$ cat config.mk
export PLATFORM = sky130hd
export DESIGN_NAME = tdm_demux4
export DESIGN_NICKNAME = d
export VERILOG_FILES = /design/src/rtl/tdm_demux4.sv
export SDC_FILE = /design/constraint.sdc
export NUM_CORES = 1
export LEC_CHECK = 0
export ABC_AREA = 1
export BUFFER_PORTS_ARGS = -buffer_cell sky130_fd_sc_hd__buf_2
export CAP_MARGIN = 15
export CORE_UTILIZATION = 51
export CTS_CLUSTER_DIAMETER = 120
export DETAILED_ROUTE_END_ITERATION = 10
export PLACE_DENSITY = 0.75
export SLEW_MARGIN = 5
export SYNTH_ARGS = -nofsm -noshare
export SYNTH_HDL_FRONTEND = slang
export SYNTH_SLANG_ARGS = --single-unit
$ cat constraint.sdc
create_clock -name clk -period 1.3 [get_ports clk]
set_input_delay 0.195 -clock clk [delete_from_list [all_inputs] [get_ports clk]]
set_output_delay 0.195 -clock clk [all_outputs]
set_load 0.02 [all_outputs]
$ cat src/rtl/tdm_demux4.sv
// Four-slot TDM demultiplexer: tracks slot sequence from a frame-sync marker and
// reassembles four serial slots into a double-buffered parallel frame.
module tdm_demux4 #(
  parameter int unsigned WIDTH    = 1,
  parameter int unsigned MISS_MAX = 2
) (
  input  logic               clk,
  input  logic               rst_n,
  input  logic [WIDTH-1:0]   din,
  input  logic               en,
  input  logic               sync,
  output logic [4*WIDTH-1:0] O,
  output logic [1:0]         S,
  output logic               frame_valid,
  output logic               locked,
  output logic               sync_err
);

  localparam int unsigned SHW = 3 * WIDTH;

  typedef enum logic {HUNT, LOCKED} state_t;

  state_t           state, state_n;
  logic [1:0]       s_n;
  logic [2:0]       miss, miss_n, miss_inc;
  logic [SHW-1:0]   shadow, shadow_n;
  logic [4*WIDTH-1:0] o_n;
  logic             fv_n, se_n;

  // State and all output registers
  always_ff @(posedge clk or negedge rst_n) begin
    if (!rst_n) begin
      state       <= HUNT;
      S           <= 2'd0;
      miss        <= 3'd0;
      shadow      <= '0;
      O           <= '0;
      frame_valid <= 1'b0;
      sync_err    <= 1'b0;
    end else begin
      state       <= state_n;
      S           <= s_n;
      miss        <= miss_n;
      shadow      <= shadow_n;
      O           <= o_n;
      frame_valid <= fv_n;
      sync_err    <= se_n;
    end
  end

  assign locked   = (state == LOCKED);
  assign miss_inc = miss + 3'd1;

  // Slot tracking, flywheel and resync decisions
  always_comb begin
    state_n  = state;
    s_n      = S;
    miss_n   = miss;
    shadow_n = shadow;
    o_n      = O;
    fv_n     = 1'b0;
    se_n     = 1'b0;
    if (en) begin
      case (state)
        HUNT: begin
          if (sync) begin
            shadow_n[WIDTH-1:0] = din;
            s_n                 = 2'd1;
            miss_n              = 3'd0;
            state_n             = LOCKED;
          end
        end
        LOCKED: begin
          if (S == 2'd0) begin
            if (!sync && (miss_inc >= 3'(MISS_MAX))) begin
              state_n = HUNT;
              s_n     = 2'd0;
              miss_n  = 3'd0;
            end else begin
              shadow_n[WIDTH-1:0] = din;
              s_n                 = 2'd1;
              miss_n              = sync ? 3'd0 : miss_inc;
            end
          end else if (sync) begin
            // Misplaced marker: drop the partial frame and restart at slot 0
            se_n     = 1'b1;
            shadow_n = {{(2*WIDTH){1'b0}}, din};
            s_n      = 2'd1;
            miss_n   = 3'd0;
          end else begin
            case (S)
              2'd1: begin
                shadow_n[WIDTH +: WIDTH] = din;
                s_n                      = 2'd2;
              end
              2'd2: begin
                shadow_n[2*WIDTH +: WIDTH] = din;
                s_n                        = 2'd3;
              end
              default: begin
                o_n  = {din, shadow};
                fv_n = 1'b1;
                s_n  = 2'd0;
              end
            endcase
          end
        end
        default: state_n = HUNT;
      endcase
    end
  end

endmodule

After elaboration in Yosys (flattened, before gate mapping)
Cells that the tools add are included.
{"block": "classes", "magnitude_cmp": 1, "multipliers": 0, "shift": 0, "n_mux": 30, "div_mod_pow": 0, "add_sub_neg": 1, "reduce_logical": 11, "bitwise": 4, "eq_ne": 4}
{"cell": "2-to-1 mux 1 bit", "count": 17}
{"cell": "2-to-1 mux 3 bit", "count": 4}
{"cell": "2-to-1 mux 2 bit", "count": 4}
{"cell": "case mux 2 bit (2 select lines)", "count": 2}
{"cell": "AND reduction 4 bit", "count": 2}
{"cell": "case mux 3 bit (2 select lines)", "count": 1}
{"cell": "AND reduction 5 bit", "count": 1}
{"cell": "NOT 1 bit", "count": 4}
{"cell": "case mux 1 bit (2 select lines)", "count": 2}
{"cell": "AND reduction 2 bit", "count": 2}
{"cell": "nonzero test 2 bit", "count": 2}
{"cell": "adder 3 x 1 -> 3 bit (second input constant)", "count": 1}
{"cell": "greater-or-equal comparator 3 x 2 -> 1 bit (second input constant)", "count": 1}
{"cell": "!= test 3 bit (second input constant)", "count": 1}
{"cell": "== test 2 x 1 -> 1 bit (second input constant)", "count": 1}
{"cell": "== test 2 bit (second input constant)", "count": 1}
{"cell": "logical NOT 2 bit", "count": 1}
{"cell": "!= test 2 bit (second input constant)", "count": 1}
{"cell": "OR reduction 2 bit", "count": 1}
{"cell": "logical AND 1 bit", "count": 1}
{"cell": "logical NOT 1 bit", "count": 1}
{"block": "word_totals", "word_cells": 60, "output_inout_bits": 9, "regBits": 15, "rom_bits": 0, "latchBits": 0, "ram_bits": 0, "memories": 0}

Depth between registers and ports, before layout
{"block": "depth", "ltp_word": 7, "ltp_mapped": 9, "depth_no_buf": 9}

Worst setup path before layout
OpenSTA, ideal clock, no wires.
{"block": "synth_timing", "kind": "flip-flop to flip-flop", "from": "register S[0]", "to": "register state, in the netlist locked", "setup_ns": 0.126, "setup_slack_ns": -0.022, "stages_incl_launch_ff": 8, "n_path_buf": 0, "period_less_slack_ns": 1.322, "t_arrival_ns": 1.196, "cell_sequence": "dfrtp_1 > inv_1 > ha_1 > inv_1 > nor2_2 > nand2_2 > nand2_1 > o21ai_0"}
{"block": "synth_between", "elab_chain_cells": 3}
{"element": "start, declared", "line_no": "13", "source": "output logic [1:0] S,"}
{"element": "start signal, assigned", "line_no": "42", "source": "S <= s_n;"}
{"element": "logical NOT 2 bit", "line_no": "74", "source": "if (S == 2'd0) begin"}
{"element": "2-to-1 mux 1 bit", "line_no": "74"}
{"element": "case mux 1 bit (2 select lines)", "line_no": "64", "source": "case (state)"}
{"element": "end signal, assigned", "line_no": "41", "source": "state <= state_n;"}
{"element": "end, declared", "line_no": "23", "source": "state_t state, state_n;"}
No other way between the ends.
A chain may end at the register's enable or synchronous reset.

Worst setup path after layout
{"block": "layout_timing", "from": "register miss[0]", "to": "register shadow[0]"}
{"block": "layout_between", "elab_chain_cells": 5}
{"element": "start, declared", "line_no": "25", "source": "logic [2:0] miss, miss_n, miss_inc;"}
{"element": "start signal, assigned", "line_no": "43", "source": "miss <= miss_n;"}
{"element": "adder 3 x 1 -> 3 bit", "line_no": "52", "source": "assign miss_inc = miss + 3'd1;"}
{"element": "greater-or-equal comparator 3 x 2 -> 1 bit", "line_no": "75", "source": "if (!sync && (miss_inc >= 3'(MISS_MAX))) begin"}
{"element": "logical AND 1 bit", "line_no": "75"}
{"element": "!= test 3 bit (no source line)"}
{"element": "AND reduction 2 bit (no source line)"}
{"element": "end signal, assigned", "line_no": "44", "source": "shadow <= shadow_n;"}
{"element": "end, declared", "line_no": "26", "source": "logic [SHW-1:0] shadow, shadow_n;"}
No other way between the ends.

==> flow_summary.json <==
{
  "status": "finished clean",
  "swShare": 0.368,
  "clkTransAtPathRegs_ns": 0.08,
  "final_cell_mix": "24 x nand2_1, 15 x dfrtp_1, 13 x buf_2",
  "design.core.area_um2": 1320,
  "grt_pass1_vias": 462,
  "dieArea_um2": 1570,
  "cts_sinks": 15,
  "layout.nets": 118,
  "hpwl_um": 963,
  "hold_path_end": "locked",
  "p_sw_uw": 565,
  "cp_common_cell": "nand2_1",
  "worstMarginPinSlew_ns": 0.308,
  "min_from": "en",
  "rows": 13,
  "vias_per_cell": 4.82,
  "p_total_mw": 1.53,
  "r2r_slack_ns": 0.03,
  "synthMuxAreaShare": 0,
  "crit_family": "simple AND/OR/NAND/NOR gates",
  "p_per_area_nw_per_um2": 1620,
  "synth_top_family_by_area": "simple AND/OR/NAND/NOR gates",
  "ir_worst_vdd_mv": 0.962,
  "drt_first_pass_iters": 4,
  "grt_use_total": 0.209,
  "fin_util": 0.717,
  "grt_pass1_wl_um": 2010,
  "fmax_mhz": 788,
  "seq_power_share": 0.421,
  "hp-class": "in2reg",
  "rsz0062_at_grt": "true",
  "rr_endpoint": "shadow[0]",
  "dp_slack_ns": -0.0172,
  "share_comb_of_total_power": 0.409,
  "root_buffer": "clkbuf_4",
  "synth.distinct_cells": 16,
  "avgSynthCellArea_um2": 8.82,
  "cts_tree": "yes",
  "antenna_left": 0,
  "die_x_um": 39.7,
  "antenna_cells": 0,
  "setup_ws_ns": 0.0313,
  "r2r_cells": 8,
  "clk_latency_ns": 0.28,
  "globalRouteOverflowTotal": 0,
  "fillCellCount": 105,
  "syn_inst": 82,
  "synth_area_leaders": "dfrtp_1 52%, nand2_1 12%, ha_1 6.9%",
  "required_ns": 1.48,
  "cp_slowest_cell": "dfrtp_1",
  "fin_crit_sh": 0.976,
  "slew-limit-headroom": 0.794,
  "synth_area_um2": 723,
  "synth_warnings": 0,
  "wl_per_cell_um": 10.8,
  "critPathMaxStageDelay_ns": 0.42,
  "yosysTopAreaCell": "dfrtp_1",
  "cts-buffers-inserted": 3,
  "layout_min_cycle_time_ns": 1.27,
  "power.share.clock": 0.171,
  "io_pins": 14,
  "cp_max_fo": 4,
  "cap_violations": 0,
  "timing.critical_path.buf_inv": 1,
  "dp.cells": 113,
  "cts_buffer_depth": 2,
  "gp_congestion": 0.784,
  "final-setup-viol-count": 0,
  "die_h_um": 39.7,
  "path_class": "reg2reg",
  "grt_max_degree": 16,
  "clock_skew_ns": 0.00154,
  "vias": 593,
  "critical_path_arrival_ns": 1.45,
  "syn_nets": 91,
  "ys_seq_area_frac": 0.519,
  "cts_max_level": 1,
  "start_util": 0.549,
  "cp-start-kind": "flip-flop",
  "whs_path_depth": 2,
  "synth_compound_area_frac": 0.0744,
  "finalHoldViolations": 0,
  "antenna_found_initial": 0,
  "synthAdderAreaFrac": 0.0692,
  "drc": 0,
  "synth_top_cell_area_share": 0.519,
  "synth-simple-area-share": 0.270,
  "reg2reg_from": "miss[0]",
  "p_int_uw": 968,
  "dr.first_iter.drc_count": 4,
  "layout.cells.non_filler": 123,
  "drive_above_1_share": 0.380,
  "syn2layout_area_growth_pct": 30.6,
  "port_buffers": 13,
  "final_common_cell": "nand2_1",
  "path_cells": "ha_4 -> inv_2 -> nor2_2 -> nand3_2 -> nand2_2 -> nand2_1 -> nand2_1 -> nand2_1",
  "synth_xor_area_frac": 0,
  "p_leak_nw": 0.513,
  "cp-end-kind": "flip-flop",
  "final_max_slew_viol_count": 0,
  "wl_um": 1330,
  "ys_seq_elements": 15
}
-- per-stage QoR --
step | instance area [µm²] | hold slack (ns) | TNS (ns)
final | 945 | 0.126 | 0
after global routing | 945 | 0.127 | -0.126
after CTS | 921 | 0.136 | 0
after detailed placement | 832 | 0.118 | -0.0172
after global placement | 832 | 0.112 | 0
after floorplan | 726 | -0.101 | 0
-- cells in the mapped netlist --
master and instances:
dfrtp_1 15, nand3_4 1, nor2_1 3, inv_2 2, nor3_1 1, ha_1 4
nand2_1 24, nand2_2 2, o21ai_0 4, nand3_1 4, a21oi_2 1, nor2_4 1
o21ai_1 5, nor2_2 2, inv_1 11, nand3b_1 2
-- registers in the layout, indices dropped and copies added, names as in the netlist --
register / cells
frame_valid: 1
O: 4
sync_err: 1
miss: 3
S: 2
shadow: 3
locked: 1
-- layer usage --
metal	wire [µm]	GRT usage
met1	637	0.245
met2	633	0.311
met3	40	0.0852
met4	14	0.129
met5	0	0
-- what timing repair did --
| action | in CTS | in global routing |
|---|---|---|
| buffers inserted | 4 | 1 |
| gates resized for setup | 6 | 4 |
| hold buffers | 1 | 0 |
| setup endpoints to repair | 1 | 7 |
| hold endpoints to repair | 15 | 0 |
| pin swaps | 5 | 3 |
-- worst reg2reg max path: stages (launching register included) --
cell,delay [ns]
dfrtp_1,0.42
ha_4,0.28
inv_2,0.03
nor2_2,0.10
nand3_2,0.09
nand2_2,0.10
nand2_1,0.06
nand2_1,0.06
nand2_1,0.05
-- power by group through the flow --
stage	sequential, mW	combinational (mW)	clock, mW
after floorplan	0.750	0.241	0
after global placement	0.651	0.502	0
after detailed placement	0.654	0.513	0
after CTS	0.643	0.594	0.271
after global routing	0.660	0.699	0.296
final	0.645	0.626	0.262
-- kinds of logic after synthesis --
| kind of cell | after synthesis |
|---|---|
| AO/OA/AOI/OAI | 10 |
| buffers and inverters | 13 |
| AND/OR/NAND/NOR | 40 |
| flip-flops | 15 |
| adder cells (fa/ha/maj) | 4 |
-- layout make-up --
type | instances | area, µm² | area share
Sequential cell | 15 | 375 | 0.397
Multi-Input combinational cell | 54 | 338 | 0.358
Timing Repair Buffer | 22 | 135 | 0.143
Inverter | 13 | 51.3 | 0.0543
Clock buffer | 4 | 26.3 | 0.0278
Tap cell | 15 | 18.8 | 0.0199
-- worst max path at each step --
stage,depth (start not counted),start,to
2_1_floorplan,7,S[0],locked
3_3_place_gp,8,miss[0],shadow[0]
3_5_place_dp,8,miss[0],shadow[0]
4_1_cts,8,miss[0],shadow[0]
5_1_grt,8,miss[0],shadow[0]
6_report,8,miss[0],shadow[0]
Power figures use the tool's default switching activity.
